===== config.mk =====
export PLATFORM = sky130hd
export DESIGN_NAME = axis_rx_fifo
export DESIGN_NICKNAME = d
export VERILOG_FILES = /design/src/rtl/axis_rx_fifo.sv
export SDC_FILE = /design/constraint.sdc
export NUM_CORES = 1
export LEC_CHECK = 0
export ABC_AREA = 0
export CORE_MARGIN = 3
export CORE_UTILIZATION = 55
export CTS_CLUSTER_DIAMETER = 150
export DETAILED_ROUTE_END_ITERATION = 10
export PLACE_DENSITY_LB_ADDON = 0.08
export SYNTH_ARGS = -nofsm -noshare
export SYNTH_HDL_FRONTEND = slang
export SYNTH_SLANG_ARGS = --single-unit

===== constraint.sdc =====
create_clock -name clk -period 4.4 [get_ports clk]
set_clock_uncertainty 0.1 [all_clocks]
set_input_delay 0.88 -clock clk [delete_from_list [all_inputs] [get_ports clk]]
set_output_delay 0.88 -clock clk [all_outputs]
set_load 0.005 [all_outputs]

===== src/rtl/axis_rx_fifo.sv =====
// Synchronous first-word-fall-through FIFO; head entry is always presented on rdData.
module axis_rx_fifo #(
  parameter int unsigned Width = 37,
  parameter int unsigned Depth = 16
) (
  input  logic                     clk,
  input  logic                     rstN,
  input  logic                     push,
  input  logic [Width-1:0]         wrData,
  input  logic                     pop,
  output logic [Width-1:0]         rdData,
  output logic                     full,
  output logic                     empty,
  output logic [$clog2(Depth):0]   count
);

  localparam int unsigned PtrW = $clog2(Depth);

  logic [Width-1:0] mem [Depth];
  logic [PtrW-1:0]  wrPtrQ, rdPtrQ;
  logic [PtrW:0]    countQ;
  logic             doPush, doPop;

  assign full   = (countQ == (PtrW + 1)'(Depth));
  assign empty  = (countQ == '0);
  assign doPush = push && !full;
  assign doPop  = pop && !empty;
  assign rdData = mem[rdPtrQ];
  assign count  = countQ;

  always_ff @(posedge clk) begin
    if (doPush) begin
      mem[wrPtrQ] <= wrData;
    end
  end

  // Depth is a power of two, so pointer overflow is the wrap.
  always_ff @(posedge clk or negedge rstN) begin
    if (!rstN) begin
      wrPtrQ <= '0;
      rdPtrQ <= '0;
      countQ <= '0;
    end else begin
      if (doPush) begin
        wrPtrQ <= wrPtrQ + 1'b1;
      end
      if (doPop) begin
        rdPtrQ <= rdPtrQ + 1'b1;
      end
      case ({doPush, doPop})
        2'b10:   countQ <= countQ + 1'b1;
        2'b01:   countQ <= countQ - 1'b1;
        default: countQ <= countQ;
      endcase
    end
  end

endmodule


==> reports/summary.log, run 1 <==
[power] design internal power 12.5 mW
[sta] Final Cycle Share 96.5%
[global_route] gr usage total 22.8%
[worst_setup_path] critical path data arrival time 3260 ps
[route] routed via count 11600
[die] core area 0.0420 sq mm
[min_path] worst hold path depth 1
[run_status] outcome finished clean
[sta] fmax 236 MHz
[power] peak supply drop 448 uV
[min_path] min-delay src count[4]
[yosys] Mapped Avg Cell Area 19.7 sq um
[clocking] TritonCTS clock tree yes
[route] remaining antenna violation count 0
[layout] non-filler instance count after layout 1900
[sta] sum of negative setup slack 0 ps
[power] Clk network pwr share 28.0%
[power] Net Switching 5.37 mW
[route] detailed router's first-iteration violation count 1126
[clocking] number of sinks driven by the clock tree 605
[layout] post-route cell area 0.0272 sq mm
[global_route] overall overflow remaining after global route 0
[route] routed wire length 50500 um
[sta] Final Critical Period 4240 ps
[worst_setup_path] crit-path cells nand2b_2 > buf_12 > o21ai_0 > a21oi_1 > o21ai_0 > nand2_1 > clkdlybuf4s50_1
[power] power per cell area 657 mW/mm^2
[global_route] via count of the first global-routing pass 11900
[yosys] flip-flop cell with the highest count after synthesis edfxtp_1
[worst_setup_path] startpoint kind of the worst setup timing path flop
[route] first drt pass iteration count 4
[clocking] CTS resizes 1
[layout] share of final-layout standard cells stronger than drive strength 1 18.8%
[flow_run] max-capacitance violation count 0
[power] share of power burned in registers 40.8%
[die] overall die area 0.0452 sq mm
[clocking] count of hold buffers inserted by post-cts repair 0
[sta] actual slew at the worst max-slew pin 699 ps
[yosys] sequential fraction of the synthesis area 77.1%
[worst_setup_path] worst reg2reg path endpoint count[4]
[sta] number of slew-limit violations in the final report 0
[placement] placed cells 1787
[die] cell row count 75
[yosys] Syn Nets 1243
[sta] Relative slew margins 53.4%
[power] fraction of power spent switching nets 30.1%
[clocking] CTS max path bufs 3
[sta] Worst Hold Margin 423 ps
[worst_setup_path] Reg2Reg Launch Point count[0]
[global_route] first-pass GRT wire length 75500 um
[worst_setup_path] cell with the most instances on the worst path o21ai_0
[yosys] summed instance area of the synthesized netlist 0.0235 sq mm
[min_path] Min-Delay Path Class reg2reg
[global_route] antenna violations before repair 3
[power] share of power burned in combinational logic 31.1%
[sta] setup repair after global routing missed its margin no
[placement] placed standard-cell area 0.0252 sq mm
[yosys] number of distinct library cells after synthesis 31
[worst_setup_path] cell class contributing the biggest share of worst-path delay buffers and inverters
[worst_setup_path] Req. time, crit path 3420 ps
[die] effective utilization at floorplan 55.9%
[sta] number of setup violations in the final report 0
[clocking] clk_lat worst skew 610 ps
[layout] Area growth, synth to finish 15.6%
[clocking] number of levels the H-tree was split into 2
[die] Die Ht 213 um
[die] die width 213 um
[yosys] number of synthesized register bits 605
[yosys] number of flops mapped to enable cells by yosys 592
[worst_setup_path] Critical Path Fanout Max 25
[worst_setup_path] delay of the slowest cell on the worst path 700 ps
[clocking] setup bufs post-CTS 0
[placement] estimated wirelength of the detail-placed design 26800 um
[yosys] number of warnings reported in the yosys synthesis log 0
[yosys] number of instances in the synthesized netlist 1192
[route] via/cell ratio 6.11
[layout] share of the core filled with cells 64.6%
[die] count of pins on the block boundary 85
[sta] Final Hold Viols 0
[placement] number of port buffers 84
[clocking] total CTS buffers 59
[worst_setup_path] Critical Path Slowest Stage Cell dfrtp_4
[worst_setup_path] Worst R2R Path Depth 12
[placement] routability cong. 0.735
[min_path] worst min-delay path endpoint count[4]
[worst_setup_path] critical path start-end classification reg2out
[layout] count of nets after finishing 1360
[clocking] CTS clock-pin slew for the worst setup and hold paths 60 ps
[yosys] Async SR Flop Fraction 2.15%
[route] detailed-route wire length per cell 26.6 um
[clocking] CTS root buffer clkbuf_16
[global_route] maximum number of pins on one net before global-route repair 58
[worst_setup_path] capturing element type of the critical path output pin
[route] Remaining DRCs 0
[power] total leakage power 8.97 nW
[worst_setup_path] Worst Path Buf+Inv 2
[worst_setup_path] flop2flop setup slack 1310 ps
[synthesized netlist by cell type, types with 7 or more instances]
cell | n | area, sq um
ha_1 | 9 | 113
nand2_1 | 47 | 176
inv_1 | 8 | 30.0
xnor2_1 | 7 | 61.3
mux2i_1 | 112 | 1120
buf_6 | 17 | 191
a22oi_1 | 37 | 278
nor2_1 | 12 | 45.0
a221oi_1 | 37 | 324
mux2_2 | 38 | 428
edfxtp_1 | 592 | 17800
o21ai_0 | 78 | 390
buf_2 | 11 | 55.1
buf_1 | 8 | 30.0
a21oi_1 | 39 | 195
clkbuf_1 | 28 | 105
mux4_2 | 74 | 1670
dfrtp_1 | 13 | 325
[stage by stage]
step	setup slack (ps)	power, mW
finish	155	17.8
global route	9.50	18.7
CTS	80.4	18.0
detailed placement	575	13.0
global placement	593	13.0
floorplan	27.8	10.8
[cell usage in the layout, fill, tap and decap left out, drive strengths merged, types with 9 or more instances in the layout]
cell             n
ha               9
nand2           47
a221oi          37
a21oi           39
inv             11
o21ai           78
clkbuf          83
mux2            38
clkinv          19
a22oi           37
clkdlybuf4s50   84
buf             38
nor2            12
mux4            74
edfxtp         592
mux2i          112
dfrtp           13
[flip-flops by register name (all words and copies together), names as in the netlist]
| register | flops |
|---|---|
| count | 5 |
| rdPtrQ | 4 |
| mem | 592 |
| wrPtrQ | 4 |
[worst max path at each step]
stage	slack [ps]	from	depth (start not counted)	to
2_1_floorplan	30	push	4	mem[0][0]
3_3_place_gp	590	rdPtrQ[1]	5	rdData[34]
3_5_place_dp	570	rdPtrQ[1]	5	rdData[14]
4_1_cts	80	rdPtrQ[1]	7	rdData[14]
5_1_grt	9	rdPtrQ[1]	7	rdData[11]
6_report	160	rdPtrQ[1]	7	rdData[14]
[routing by layer]
layer  up-vias  routed length [um]  GRT usage (%)  share of wire (%)
li1       5124                   -              -                  -
met1      6083               22100           32.6                 44
met2       327               24600           37.2                 49
met3        79                2700           3.76                5.4
met4         2                1130           6.17                2.2
met5         -                   8              0              0.016
[cell type report]
cell class | instances | area (sq um)
inverter | 8 | 30.0
clock inverter | 29 | 318
clock buffer | 83 | 1610
antenna | 1 | 2.50
multi-input combinational | 513 | 5090
tap | 539 | 674
timing repair buffer | 122 | 1330
fill | 2892 | 14900
sequential | 605 | 18100
[worst register-to-register path, delay by kind of cell (launching register included)]
family | cells | cell delay [ps]
compound gates | 1 | 110
xor+xnor | 1 | 130
fa+ha+maj | 2 | 620
buf+inv | 2 | 200
flops | 1 | 440
simple gates | 6 | 1380
[power by group through the flow]
stage / registers, mW / logic, mW / clock network, mW
6_report: 7.29 / 5.55 / 5.01
5_1_grt: 7.34 / 6.03 / 5.33
4_1_cts: 7.30 / 5.64 / 5.08
3_5_place_dp: 7.41 / 5.62 / 0
3_3_place_gp: 7.39 / 5.59 / 0
2_1_floorplan: 7.21 / 3.56 / 0
[cell families (layout without fill, tap and decap cells)]
kind of cell	after synthesis	in the layout	synth area share (%)
other cells	0	1	0
xor+xnor	10	10	0.373
mux	224	224	13.7
buf+inv	74	242	1.82
fa+ha+maj	10	10	0.565
simple gates	77	77	1.41
flops	605	605	77.1
compound gates	192	192	5.09
Power figures use the tool's default switching activity.
==> run 2, diff against run 1 <==
HOLD_SLACK_MARGIN = 0.03   (was unset)
==> results of run 2 <==
Final layout, timing and power as in run 1 (identical DEF).
==> run 3, diff against run 2 <==
==> constraint.sdc (replaced) <==
create_clock -name clk -period 4.4 [get_ports clk]
set_clock_uncertainty 0.1 [all_clocks]
set_input_delay 0.66 -clock clk [delete_from_list [all_inputs] [get_ports clk]]
set_output_delay 0.66 -clock clk [all_outputs]
set_load 0.005 [all_outputs]
==> run 3 against run 2 <==
Net effect:
- total power fell by 0.18%
- global-route usage is 0.20 points higher
- count of clock-buffer cells in the layout shrank 15
- highest routed layer is now met4
- register-to-register slack worse by 50 ps
- critical path depth decreased by 1
- sequential power rose by 1%
- hold slack got worse by 87 ps
- sequential share of layout area shrank 0.12 points
- via count hardly changed
==> reports/summary.log, run 3 (same netlist as run 1, synthesis figures left out) <==
[placement] number of port buffers 84 [unchanged]
[power] power per cell area 655 mW/mm^2 [-0.37%]
[placement] placed cells 1797 [+0.56%]
[worst_setup_path] critical path data arrival time 3320 ps [+60 ps]
[worst_setup_path] critical path start-end classification reg2out
[global_route] layer with the highest usage met2
[clocking] CTS max path bufs 3 [unchanged]
[sta] Relative slew margins 52.6% [-0.72 points]
[layout] multi-input gate area in the final layout 0.00508 sq mm [-0.12%]
[layout] Ant. Diodes 0 [-1]
[clocking] count of hold buffers inserted by post-cts repair 0 [unchanged]
[worst_setup_path] capturing element type of the critical path output pin
[run_status] outcome finished clean
[power] peak supply drop 446 uV [-0.46%]
[worst_setup_path] startpoint kind of the worst setup timing path flop
[global_route] via count of the first global-routing pass 12100 [+1.6%]
[power] total leakage power 9.00 nW [+0.35%]
[layout] layout filler cell count 2922 [+1.0%]
[clocking] CTS resizes 0 [-1]
[die] core area 0.0420 sq mm [unchanged]
[global_route] antenna violations before repair 0 [-3]
[sta] fmax 245 MHz [+4.0%]
[layout] most frequent cells in the layout edfxtp_1, mux2i_1, clkdlybuf4s50_1, o21ai_0, mux4_2
[die] Die Ht 213 um [unchanged]
[clocking] setup bufs post-CTS 0 [unchanged]
[sta] Final Cycle Share 92.8% [-3.7 points]
[clocking] TritonCTS clock tree yes
[layout] Sequential Area 0.0181 sq mm [unchanged]
[layout] Largest register FFs 592 [unchanged]
[layout] Area growth, synth to finish 15.9%
[layout] count of nets after finishing 1370 [+0.74%]
[sta] number of setup violations in the final report 0 [unchanged]
[route] detailed router's first-iteration violation count 867 [-23%]
[route] remaining antenna violation count 0 [unchanged]
[sta] actual slew at the worst max-slew pin 709 ps [+9.17 ps]
[global_route] met2 usage in global routing 38.3% [+1.1 points]
[layout] commonest non-fill, non-tap cell in the layout edfxtp_1
[global_route] overall overflow remaining after global route 0 [unchanged]
[sta] number of slew-limit violations in the final report 0 [unchanged]
[die] cell row count 75 [unchanged]
[worst_setup_path] Critical Path Fanout Max 34 [+36%]
[power] share of power burned in registers 41.4% [+0.6 points]
[clocking] number of levels the H-tree was split into 2 [unchanged]
[route] routed via count 11600 [-0.086%]
[sta] Final Hold Viols 0 [unchanged]
[global_route] maximum number of pins on one net before global-route repair 51 [-12%]
[die] count of pins on the block boundary 85 [unchanged]
[power] fraction of power spent switching nets 30.4% [+0.31 points]
[sta] setup repair after global routing missed its margin no
[layout] share of the core filled with cells 64.7% [+0.12 points]
[power] design internal power 12.4 mW [-0.62%]
[global_route] met3 demand-to-capacity share in global routing 3.79% [+0.029 points]
[clocking] CTS root buffer clkbuf_16
[power] Net Switching 5.41 mW [+0.83%]
[route] Remaining DRCs 0 [unchanged]
[global_route] met1 demand-to-capacity share in global routing 32.5% [-0.14 points]
[layout] non-filler instance count after layout 1907 [+0.37%]
[layout] register bank with the most flops mem
[placement] estimated wirelength of the detail-placed design 27000 um [+0.91%]
[route] detailed-route wire length per cell 26.5 um [-0.40%]
[power] share of power burned in combinational logic 31.1% [about the same]
[route] first drt pass iteration count 6 [+2]
[clocking] clk_lat worst skew 610 ps [about the same]
[route] via/cell ratio 6.09 [-0.45%]
[placement] routability cong. 0.722 [-1.7%]
[layout] share of final-layout standard cells stronger than drive strength 1 19.7% [+0.99 points]
[min_path] Min-Delay Path Class in2async
[sta] sum of negative setup slack 0 ps [unchanged]
[clocking] total CTS buffers 59 [unchanged]
[die] overall die area 0.0452 sq mm [unchanged]
[global_route] gr usage total 23.0% [+0.20 points]
[sta] Final Critical Period 4080 ps [-162 ps]
[power] Clk network pwr share 27.5% [-0.5 points]
[clocking] CTS clock-pin slew for the worst setup and hold paths 60 ps [about the same]
[die] effective utilization at floorplan 55.9% [unchanged]
[global_route] first-pass GRT wire length 76300 um [+1.1%]
[die] die width 213 um [unchanged]
[clocking] number of sinks driven by the clock tree 605 [unchanged]
[flow_run] max-capacitance violation count 0 [unchanged]
[route] routed wire length 50500 um [about the same]
[worst_setup_path] Req. time, crit path 3640 ps [+220 ps]
-- run 3: changes by cell type in the layout (fill, tap and decap cells not counted), moves of 2 or more --
cell,before,now
clkinv_1,11,15
buf_4,21,31
clkinv_8,0,2
inv_6,3,0
clkinv_2,8,14
clkbuf_1,20,9
clkbuf_8,4,0
clkinvlp_4,0,4
-- run 3: layout make-up --
type	instances	area share [%]
multi-input cells	513	18.7
well taps	539	2.48
repair buffers	132	5.20
clock buffers	68	5.55
inverters	8	0.110
clock inverters	42	1.43
flip-flops and latches	605	66.6
-- run 3: worst max-delay path: stages, from the launching register on --
cell and delay, ps:
dfrtp_2 820, and2_4 600, buf_12 290, a221oi_1 130, a22oi_1 230, nand2_1 140
clkdlybuf4s50_1 480
-- run 3: power by group through the flow --
stage          logic (mW)  registers, mW  clock network [mW]
2_1_floorplan        3.55           7.22                   0
3_3_place_gp         5.56           7.48                   0
3_5_place_dp         5.59           7.50                   0
4_1_cts              5.61           7.38                4.99
5_1_grt              5.99           7.44                5.24
6_report             5.54           7.38                4.90
-- run 3: worst paths after layout --
check	start	end	slack [ps]	cells after the start
max	rdPtrQ[2]	rdData[13]	320	6
min	rstN	count[0]	340	1
max reg2reg	count[0]	count[4]	1260	12
min reg2reg	count[3]	count[3]	460	2
max in group asynchronous	rstN	rdPtrQ[0]	3390	1
min in group clk	count[3]	count[3]	460	2
-- run 3: routing by layer --
layer	wire length, um	share of wire, %	vias to the layer above
met2	25300	50	334
li1	-	-	5148
met3	2530	5.0	65
met1	21600	43	6058
met4	1020	2.0	0
met5	0	0	-
-- run 3: per-stage QoR --
stage / hold WS [ps] / setup slack, ps / total power [mW] / area, sq um
final: 337 / 317 / 17.8 / 27200
after floorplan: 264 / 214 / 10.8 / 23500
after detailed placement: 442 / 984 / 13.1 / 25300
after global placement: 412 / 977 / 13.0 / 25300
after CTS: 322 / 283 / 18.0 / 27200
after global routing: 359 / 158 / 18.7 / 27200
